<file path="config.mk">
export PLATFORM = sky130hd
export DESIGN_NAME = and_bist_driver_flat
export DESIGN_NICKNAME = d
export VERILOG_FILES = /design/src/rtl/and_bist_driver_if.sv /design/src/rtl/and_bist_driver.sv /design/src/flat_wrapper.sv
export SDC_FILE = /design/constraint.sdc
export NUM_CORES = 1
export LEC_CHECK = 0
export CORE_MARGIN = 2
export CORE_UTILIZATION = 40
export CTS_CLUSTER_DIAMETER = 120
export CTS_CLUSTER_SIZE = 28
export DETAILED_ROUTE_END_ITERATION = 16
export GPL_ROUTABILITY_DRIVEN = 0
export PLACE_DENSITY = 0.57
export SLEW_MARGIN = 20
export SYNTH_ARGS = -nofsm -noshare
export SYNTH_HDL_FRONTEND = slang
export SYNTH_SLANG_ARGS = --single-unit
</file>
<file path="constraint.sdc">
create_clock -name clk -period 2.5 [get_ports clk]
set_input_delay 0.5 -clock clk [delete_from_list [all_inputs] [get_ports clk]]
set_output_delay 0.5 -clock clk [all_outputs]
set_load 0.02 [all_outputs]
</file>
<file path="src/rtl/and_bist_driver_if.sv">
`default_nettype none
// ============================================================================
// Module      : and_bist_driver_if
// Description : Operand/result bundle between the BIST driver and the and2
//               responder.
// Revision    : 1.0 - initial release
// ============================================================================
interface and_bist_driver_if;
    logic A;
    logic B;
    logic Y;

    modport master (output A, output B, input Y);
    modport slave  (input A, input B, output Y);
endinterface
`default_nettype wire

</file>
<file path="src/rtl/and_bist_driver.sv">
`default_nettype none
// ============================================================================
// Module      : and_bist_driver
// Description : Hardware BIST initiator for the and2 responder. It drives a
//               run of A/B vectors and checks Y against a latency-aligned A&B.
// Revision    : 1.0 - initial release
// ============================================================================
module and_bist_driver #(
    parameter int NUM_VECTORS = 16,
    parameter int DUV_LATENCY = 1,
    parameter int CNT_W       = 8,
    parameter int IDX_W       = 8
) (
    input  logic                  clk,
    input  logic                  rst,
    input  logic                  start,
    input  logic                  mode,
    input  logic [7:0]            seed,
    and_bist_driver_if.master     bus,
    output logic                  busy,
    output logic                  done,
    output logic                  pass,
    output logic [CNT_W-1:0]      err_cnt,
    output logic [IDX_W-1:0]      first_err_idx
);

    typedef enum logic [1:0] {
        S_IDLE  = 2'd0,
        S_DRIVE = 2'd1,
        S_DRAIN = 2'd2,
        S_DONE  = 2'd3
    } state_t;

    localparam logic [IDX_W-1:0] c_last_idx   = IDX_W'(NUM_VECTORS - 1);
    localparam logic [3:0]       c_drain_last = 4'(DUV_LATENCY - 1);
    localparam logic [CNT_W-1:0] c_cnt_max    = '1;

    state_t             r_state;
    state_t             w_state_next;
    logic               r_mode;
    logic [7:0]         r_lfsr;
    logic [IDX_W-1:0]   r_idx;
    logic [3:0]         r_drain_cnt;
    logic               r_a;
    logic               r_b;
    logic               r_pv [DUV_LATENCY];
    logic               r_pe [DUV_LATENCY];
    logic [IDX_W-1:0]   r_pi [DUV_LATENCY];

    logic [7:0]         w_seed_nz;
    logic [7:0]         w_lfsr_next;
    logic [IDX_W-1:0]   w_idx_next;
    logic               w_mismatch;
    logic [CNT_W-1:0]   w_err_next;

    // An all-zero seed would lock the LFSR, so it is promoted to 1.
    assign w_seed_nz   = (seed == 8'h00) ? 8'h01 : seed;
    assign w_lfsr_next = {r_lfsr[6:0], r_lfsr[7] ^ r_lfsr[5] ^ r_lfsr[4] ^ r_lfsr[3]};
    assign w_idx_next  = r_idx + IDX_W'(1);
    assign w_mismatch  = r_pv[DUV_LATENCY-1] && (bus.Y != r_pe[DUV_LATENCY-1]);
    assign w_err_next  = (w_mismatch && (err_cnt != c_cnt_max)) ? err_cnt + CNT_W'(1) : err_cnt;

    assign bus.A = r_a;
    assign bus.B = r_b;

    always_ff @(posedge clk or posedge rst) begin
        if (rst) r_state <= S_IDLE;
        else     r_state <= w_state_next;
    end

    always_comb begin
        w_state_next = r_state;
        busy         = 1'b0;
        done         = 1'b0;
        case (r_state)
            S_IDLE:  if (start) w_state_next = S_DRIVE;
            S_DRIVE: begin
                busy = 1'b1;
                if (r_idx == c_last_idx) w_state_next = S_DRAIN;
            end
            S_DRAIN: begin
                busy = 1'b1;
                if (r_drain_cnt == c_drain_last) w_state_next = S_DONE;
            end
            default: begin
                done         = 1'b1;
                w_state_next = S_IDLE;
            end
        endcase
    end

    always_ff @(posedge clk or posedge rst) begin
        if (rst) begin
            r_mode        <= 1'b0;
            r_lfsr        <= 8'h01;
            r_idx         <= '0;
            r_drain_cnt   <= '0;
            r_a           <= 1'b0;
            r_b           <= 1'b0;
            pass          <= 1'b0;
            err_cnt       <= '0;
            first_err_idx <= '0;
            for (int i = 0; i < DUV_LATENCY; i++) begin
                r_pv[i] <= 1'b0;
                r_pe[i] <= 1'b0;
                r_pi[i] <= '0;
            end
        end else begin
            // Expected-result pipeline: the tail lines up with the responder's Y.
            r_pv[0] <= (r_state == S_DRIVE);
            r_pe[0] <= r_a & r_b;
            r_pi[0] <= r_idx;
            for (int i = 1; i < DUV_LATENCY; i++) begin
                r_pv[i] <= r_pv[i-1];
                r_pe[i] <= r_pe[i-1];
                r_pi[i] <= r_pi[i-1];
            end

            if (w_mismatch) begin
                err_cnt <= w_err_next;
                if (err_cnt == '0) first_err_idx <= r_pi[DUV_LATENCY-1];
            end

            case (r_state)
                S_IDLE: if (start) begin
                    r_mode        <= mode;
                    r_lfsr        <= w_seed_nz;
                    r_idx         <= '0;
                    err_cnt       <= '0;
                    first_err_idx <= '0;
                    pass          <= 1'b0;
                    r_a           <= mode ? w_seed_nz[0] : 1'b0;
                    r_b           <= mode ? w_seed_nz[1] : 1'b0;
                end
                S_DRIVE: begin
                    if (r_idx == c_last_idx) begin
                        r_a         <= 1'b0;
                        r_b         <= 1'b0;
                        r_drain_cnt <= '0;
                    end else begin
                        r_idx  <= w_idx_next;
                        r_lfsr <= w_lfsr_next;
                        r_a    <= r_mode ? w_lfsr_next[0] : w_idx_next[0];
                        r_b    <= r_mode ? w_lfsr_next[1] : w_idx_next[1];
                    end
                end
                S_DRAIN: begin
                    r_drain_cnt <= r_drain_cnt + 4'd1;
                    // Result includes the compare happening on this same edge.
                    if (r_drain_cnt == c_drain_last) pass <= (w_err_next == '0);
                end
                default: ;
            endcase
        end
    end

endmodule
`default_nettype wire

</file>
<file path="src/flat_wrapper.sv">
// flat-port wrapper written by rule: the top's interface ports become plain ports
module and_bist_driver_flat 
#(
    parameter int NUM_VECTORS = 16,
    parameter int DUV_LATENCY = 1,
    parameter int CNT_W       = 8,
    parameter int IDX_W       = 8
)
  (clk, rst, start, mode, seed, busy, done, pass, err_cnt, first_err_idx, bus_A, bus_B, bus_Y);
  and_bist_driver_if bus_i ();
  input  logic clk;
  input  logic rst;
  input  logic start;
  input  logic mode;
  input  logic [7:0] seed;
  output logic busy;
  output logic done;
  output logic pass;
  output logic [CNT_W-1:0] err_cnt;
  output logic [IDX_W-1:0] first_err_idx;
  output wire logic [$bits(bus_i.A)-1:0] bus_A;
  output wire logic [$bits(bus_i.B)-1:0] bus_B;
  input wire logic [$bits(bus_i.Y)-1:0] bus_Y;
  assign bus_A = bus_i.A;
  assign bus_B = bus_i.B;
  assign bus_i.Y = bus_Y;
  and_bist_driver #(.NUM_VECTORS(NUM_VECTORS), .DUV_LATENCY(DUV_LATENCY), .CNT_W(CNT_W), .IDX_W(IDX_W)) u_core (.clk(clk), .rst(rst), .start(start), .mode(mode), .seed(seed), .bus(bus_i), .busy(busy), .done(done), .pass(pass), .err_cnt(err_cnt), .first_err_idx(first_err_idx));
endmodule
</file>
Word-level counts from Yosys, hierarchy flattened
Index checks and enable logic that the tools add are counted.
{"block": "classes", "addsub": 3, "n_eq_ne": 9, "muxes": 36, "bitwise_logic": 4, "n_reduce_logical": 18}
{"op": "2-to-1 mux 8 bit", "count": 13}
{"op": "one-hot mux 8 bit (2 select lines)", "count": 2}
{"op": "zero test 8 bit", "count": 3}
{"op": "adder 8 x 1 -> 8 bit (second input constant)", "count": 2}
{"op": "2-to-1 mux 1 bit", "count": 12}
{"op": "AND reduction 3 bit", "count": 3}
{"op": "equality test 8 x 4 -> 1 bit (second input constant)", "count": 1}
{"op": "inequality test 8 bit (second input constant)", "count": 1}
{"op": "one-hot mux 4 bit (2 select lines)", "count": 1}
{"op": "2-to-1 mux 2 bit", "count": 3}
{"op": "one-hot mux 1 bit (2 select lines)", "count": 3}
{"op": "one-hot mux 2 bit (3 select lines)", "count": 1}
{"op": "AND reduction 2 bit", "count": 3}
{"op": "nonzero test 2 bit", "count": 3}
{"op": "adder 4 x 1 -> 4 bit (second input constant)", "count": 1}
{"op": "zero test 4 bit", "count": 1}
{"op": "2-to-1 mux 4 bit", "count": 1}
{"op": "inequality test 2 x 1 -> 1 bit (second input constant)", "count": 2}
{"op": "inequality test 2 bit (second input constant)", "count": 2}
{"op": "OR reduction 3 bit", "count": 1}
{"op": "bitwise XOR 1 bit", "count": 3}
{"op": "equality test 2 x 1 -> 1 bit (second input constant)", "count": 1}
{"op": "equality test 2 bit (second input constant)", "count": 1}
{"op": "logical AND 1 bit", "count": 2}
{"op": "4 further kinds", "count": 4}
{"block": "totals", "ff_bits": 52, "inputBits": 13, "output_inout_bits": 21, "word_cells": 83}

Longest topological paths before layout
{"block": "depth", "word_depth": 7, "ltp_mapped": 8, "depth_no_buf": 6}

Least setup slack after synthesis
OpenSTA, ideal clock, no wires.
{"block": "synth_timing", "kind": "reg2reg", "start": "reg u_core.err_cnt[1]", "end": "reg u_core.pass", "setup_ns": 0.103, "t_arrival_ns": 1.838, "required_ns": 2.397, "path_slack_ns": 0.558, "path_stages_with_launch": 6, "n_path_buf": 1, "period_less_slack_ns": 1.942, "path_cell_list": "dfrtp_1 clkbuf_1 nand2_1 or4b_4 mux2_4 o41ai_2"}
{"block": "synth_between", "elab_chain_cells": 6, "elab_cells_between_ends": 7, "classes_between": "add/sub (1); eq/ne (1); mux (3); reduce/logical (2)"}
{"item": "start: declaration", "line_no": "and_bist_driver.sv:23", "rtl": "output logic [CNT_W-1:0] err_cnt,"}
{"item": "start signal: assignment", "line_no": "and_bist_driver.sv:120", "rtl": "err_cnt <= w_err_next;"}
{"item": "parallel branches: the longest is 2 deep, another holds adder 8 x 1 -> 8 bit"}
{"item": "2-to-1 mux 8 bit *", "line_no": "and_bist_driver.sv:61", "rtl": "assign w_err_next = (w_mismatch && (err_cnt != c_cnt_max)) ? err_cnt + CNT_W'(1) : err_cnt;"}
{"item": "zero test 8 bit *", "line_no": "and_bist_driver.sv:150", "rtl": "if (r_drain_cnt == c_drain_last) pass <= (w_err_next == '0);"}
{"item": "2-to-1 mux 1 bit *", "line_no": "and_bist_driver.sv:150"}
{"item": "one-hot mux 1 bit (2 select lines) *", "line_no": "and_bist_driver.sv:124", "rtl": "case (r_state)"}
{"item": "end signal: assignment", "line_no": "and_bist_driver.sv:150"}
{"item": "end: declaration", "line_no": "and_bist_driver.sv:22", "rtl": "output logic pass,"}
Mark *: on every way between the ends. The select of a mux whose other input is x is not followed.
A chain may end at the register's enable or synchronous reset.

Worst setup path in the final report
{"block": "layout_timing", "start": "reg u_core.r_state[1]", "end": "out busy"}
{"block": "layout_between", "elab_chain_cells": 3, "elab_cells_between_ends": 4, "classes_between": "eq/ne (2); mux (1); reduce/logical (1)"}
{"item": "start: declaration", "line_no": "and_bist_driver.sv:38", "rtl": "state_t r_state;"}
{"item": "start signal: assignment", "line_no": "and_bist_driver.sv:68", "rtl": "else r_state <= w_state_next;"}
{"item": "equality test 2 bit or equality test 2 x 1 -> 1 bit (tied branches)", "line_no": "and_bist_driver.sv:75", "rtl": "case (r_state)"}
{"item": "OR reduction 2 bit (no line) *"}
{"item": "2-to-1 mux 1 bit *", "line_no": "and_bist_driver.sv:75"}
{"item": "end: declaration", "line_no": "flat_wrapper.sv:16", "rtl": "output logic busy;"}
Mark *: on every way between the ends. The rest lies on a longest branch, timed or not.

==> flow_summary.json <==
{
  "ys_types": 52,
  "post_cts_buffers": 0,
  "ir_worst_vdd_mv": 0.761,
  "drt_pass1_iterations": 5,
  "grt_pass1_wl_um": 8800,
  "synthesis.nets": 268,
  "syn_avg_cell_area_um2": 10.6,
  "initial_core_util_pct": 41.1,
  "cts-root-buf": "clkbuf_8",
  "utilization_pct": 50.1,
  "layout_commonest_cell": "dfrtp_1",
  "vias": 1945,
  "clk_pin_slew_ns": 0.10,
  "globalRouteOverflowTotal": 0,
  "dieArea_mm2": 0.00715,
  "min_path_type": "flip-flop to flip-flop",
  "synth_xor_area_share_pct": 2.36,
  "cts_buffers": 5,
  "clkSinkCount": 52,
  "cellLeakagePower_nw": 1.45,
  "hold_viol_final": 0,
  "fin_worst_skew_ns": 0.00552,
  "arrival_ns": 1.69,
  "worst_slew_pin_slew_ns": 0.677,
  "die-width_um": 84.6,
  "pwr_density_cell_mw_per_mm2": 1100,
  "dp.cells": 353,
  "synth-seq-area-share_pct": 50.1,
  "core_mm2": 0.00631,
  "num_io_pins": 34,
  "layout_common_cells": "51 x dfrtp_1, 33 x clkdlybuf4s50_1, 19 x mux2i_1, 19 x nor2_1, 16 x nand2_1",
  "hold-path-endpoint": "u_core.r_pi[7]$_DFF_PP0_",
  "power_mw": 3.47,
  "synth_top_family_by_area": "simple AND/OR/NAND/NOR gates",
  "outcome": "finished, final reports clean",
  "reg2reg_slack_ns": 0.43,
  "min_from": "u_core.r_idx[7]$_DFFE_PP0P_",
  "critPathKind": "flip-flop to output pin",
  "synth_edf_count": 0,
  "route.detailed.drc": 0,
  "dr.first_iter.drc_count": 134,
  "worstRegToRegCells": 5,
  "htreeDepth": 2,
  "fp-row-count": 29,
  "cts.repair.resized": 0,
  "diodes": 0,
  "ant_nets": 0,
  "synth_ff_type": "dfrtp_1",
  "fin_cells": 361,
  "fin_nets": 305,
  "setup_viol": 0,
  "synthMuxAreaShare_pct": 9.20,
  "postSynthCellCount": 246,
  "hold_buffers": 0,
  "cts_tree": "done",
  "wire_per_inst_um": 14.1,
  "area_growth_pct": 21.8,
  "antenna_found_initial": 0,
  "final-max-slew-violation-count": 0,
  "port_buffers": 33,
  "ys_warn_count": 0,
  "grtUsageTotal_pct": 15.3,
  "setup_tns_ns": 0,
  "cp_max_fo": 4,
  "grt_pass1_vias": 1855,
  "min_path_cells": 0,
  "drive_gt1_share_pct": 10.6,
  "fmax_mhz": 457,
  "ys_seq_elements": 52,
  "grt_max_degree": 53,
  "min_period_ns": 2.19,
  "slew_headroom_pct": 54.5,
  "viasPerCell": 5.39,
  "critPathLaunchType": "flip-flop",
  "wl_um": 5100,
  "timing.rr.end": "u_core.pass$_DFFE_PP0P_",
  "clock_latency_ns": 0.31,
  "timing.rr.start": "u_core.err_cnt[1]$_DFF_PP0_",
  "required_ns": 2.00,
  "end_kind": "output pin",
  "netlist_area_mm2": 0.00260,
  "min_period_over_period_pct": 87.6,
  "synth_compound_area_share_pct": 14.2,
  "rsz0062_at_grt": "no",
  "async_flop_share_pct": 100,
  "die_h_um": 84.6,
  "synthAdderAreaFrac_pct": 4.34,
  "clock_path_buffers": 2,
  "drv_cap": 0,
  "synth-simple-area-share_pct": 16.3,
  "hpwl_um": 3610
}
-- per-layer routing --
| layer | vias up | track usage (%) | part of all wire, % |
|---|---|---|---|
| met1 | 933 | 21.2 | 51 |
| li1 | 963 | - | - |
| met5 | - | 0 | 0 |
| met2 | 44 | 24.2 | 45 |
| met4 | 0 | 4.76 | 1.4 |
| met3 | 5 | 3.05 | 3.4 |
-- power by group --
group          total, mW  switching (mW)  internal (mW)
clock              0.593           0.291          0.302
sequential          1.35           0.241           1.11
combinational       1.53           0.817          0.714
total               3.47            1.35           2.12
-- state kept, by name, indices dropped and copies added, names as in the netlist --
name / cells
u_core.bus.A: 1
u_core.bus.B: 1
u_core.err_cnt: 8
u_core.first_err_idx: 8
u_core.pass: 1
u_core.r_drain_cnt: 4
u_core.r_idx: 8
u_core.r_lfsr: 8
u_core.r_mode: 1
u_core.r_pe: 1
u_core.r_pi: 8
u_core.r_pv: 1
u_core.r_state: 2
-- logic make-up (layout without fill, tap and decap cells) --
logic type	Yosys count	count (layout)
multiplexers	23	23
AND/OR/NAND/NOR	78	78
buffers and inverters	23	61
AO/OA/AOI/OAI	54	54
flip-flops	52	52
adder cells (fa/ha/maj)	9	9
XOR/XNOR	7	7
-- cell usage after synthesis, types with 2 or more instances --
cell      number  area share, %
or3_1          3           0.72
o21ai_0       14            2.7
inv_1         13            1.9
mux2i_1       19            7.3
a21o_1         2           0.58
nand4_1        5            1.2
and3_1         3           0.72
or4_1          5            1.4
xor2_1         3            1.0
nor3_1         3           0.58
nand3_1        6            1.2
buf_2          2           0.39
clkbuf_1       5           0.72
buf_1          2           0.29
nor2_1        19            2.7
o31ai_1        5            1.4
a21oi_1       14            2.7
and2_1         3           0.72
nand2_1       16            2.3
a221o_1        2           0.77
mux2_2         3            1.3
dfrtp_1       51             49
a22o_1         3            1.0
xnor2_1        4            1.3
nor4_1         3           0.72
nand2b_1       4           0.96
ha_1           9            4.3
-- worst max-delay path, stage by stage (launching register included) --
cell	delay (ns)
dfrtp_1	0.41
inv_1	0.08
ha_1	0.29
clkdlybuf4s50_1	0.60
-- how the worst max path moves through the flow --
stage / startpoint / to / slack, ns / depth (start not counted)
floorplan: u_core.err_cnt[1]$_DFF_PP0_ / u_core.pass$_DFFE_PP0P_ / 0.56 / 5
global placement: bus_Y / u_core.pass$_DFFE_PP0P_ / 0.21 / 5
detailed placement: bus_Y / u_core.pass$_DFFE_PP0P_ / 0.12 / 5
CTS: u_core.r_state[0]$_DFFE_PP0P_ / busy / 0.31 / 3
global route: u_core.err_cnt[1]$_DFF_PP0_ / u_core.pass$_DFFE_PP0P_ / 0.24 / 5
finish: u_core.r_state[1]$_DFFE_PP0P_ / busy / 0.31 / 3
-- area by class of cell --
| type | instances | area (µm²) |
|---|---|---|
| clock buffers | 5 | 68.8 |
| clock inverters | 3 | 46.3 |
| fillers | 614 | 3150 |
| inverters | 13 | 48.8 |
| multi-input cells | 171 | 1200 |
| flip-flops and latches | 52 | 1300 |
| well taps | 77 | 96.3 |
| repair buffers | 40 | 395 |
-- stage by stage --
| step | hold slack [ns] | instance area [µm²] | worst slack (ns) |
|---|---|---|---|
| floorplan | 0.388 | 2600 | 0.558 |
| global placement | 0.415 | 3050 | 0.210 |
| detailed placement | 0.415 | 3050 | 0.121 |
| CTS | 0.438 | 3160 | 0.307 |
| global route | 0.450 | 3160 | 0.244 |
| finish | 0.440 | 3160 | 0.310 |
(Power assumes the default switching activity.)
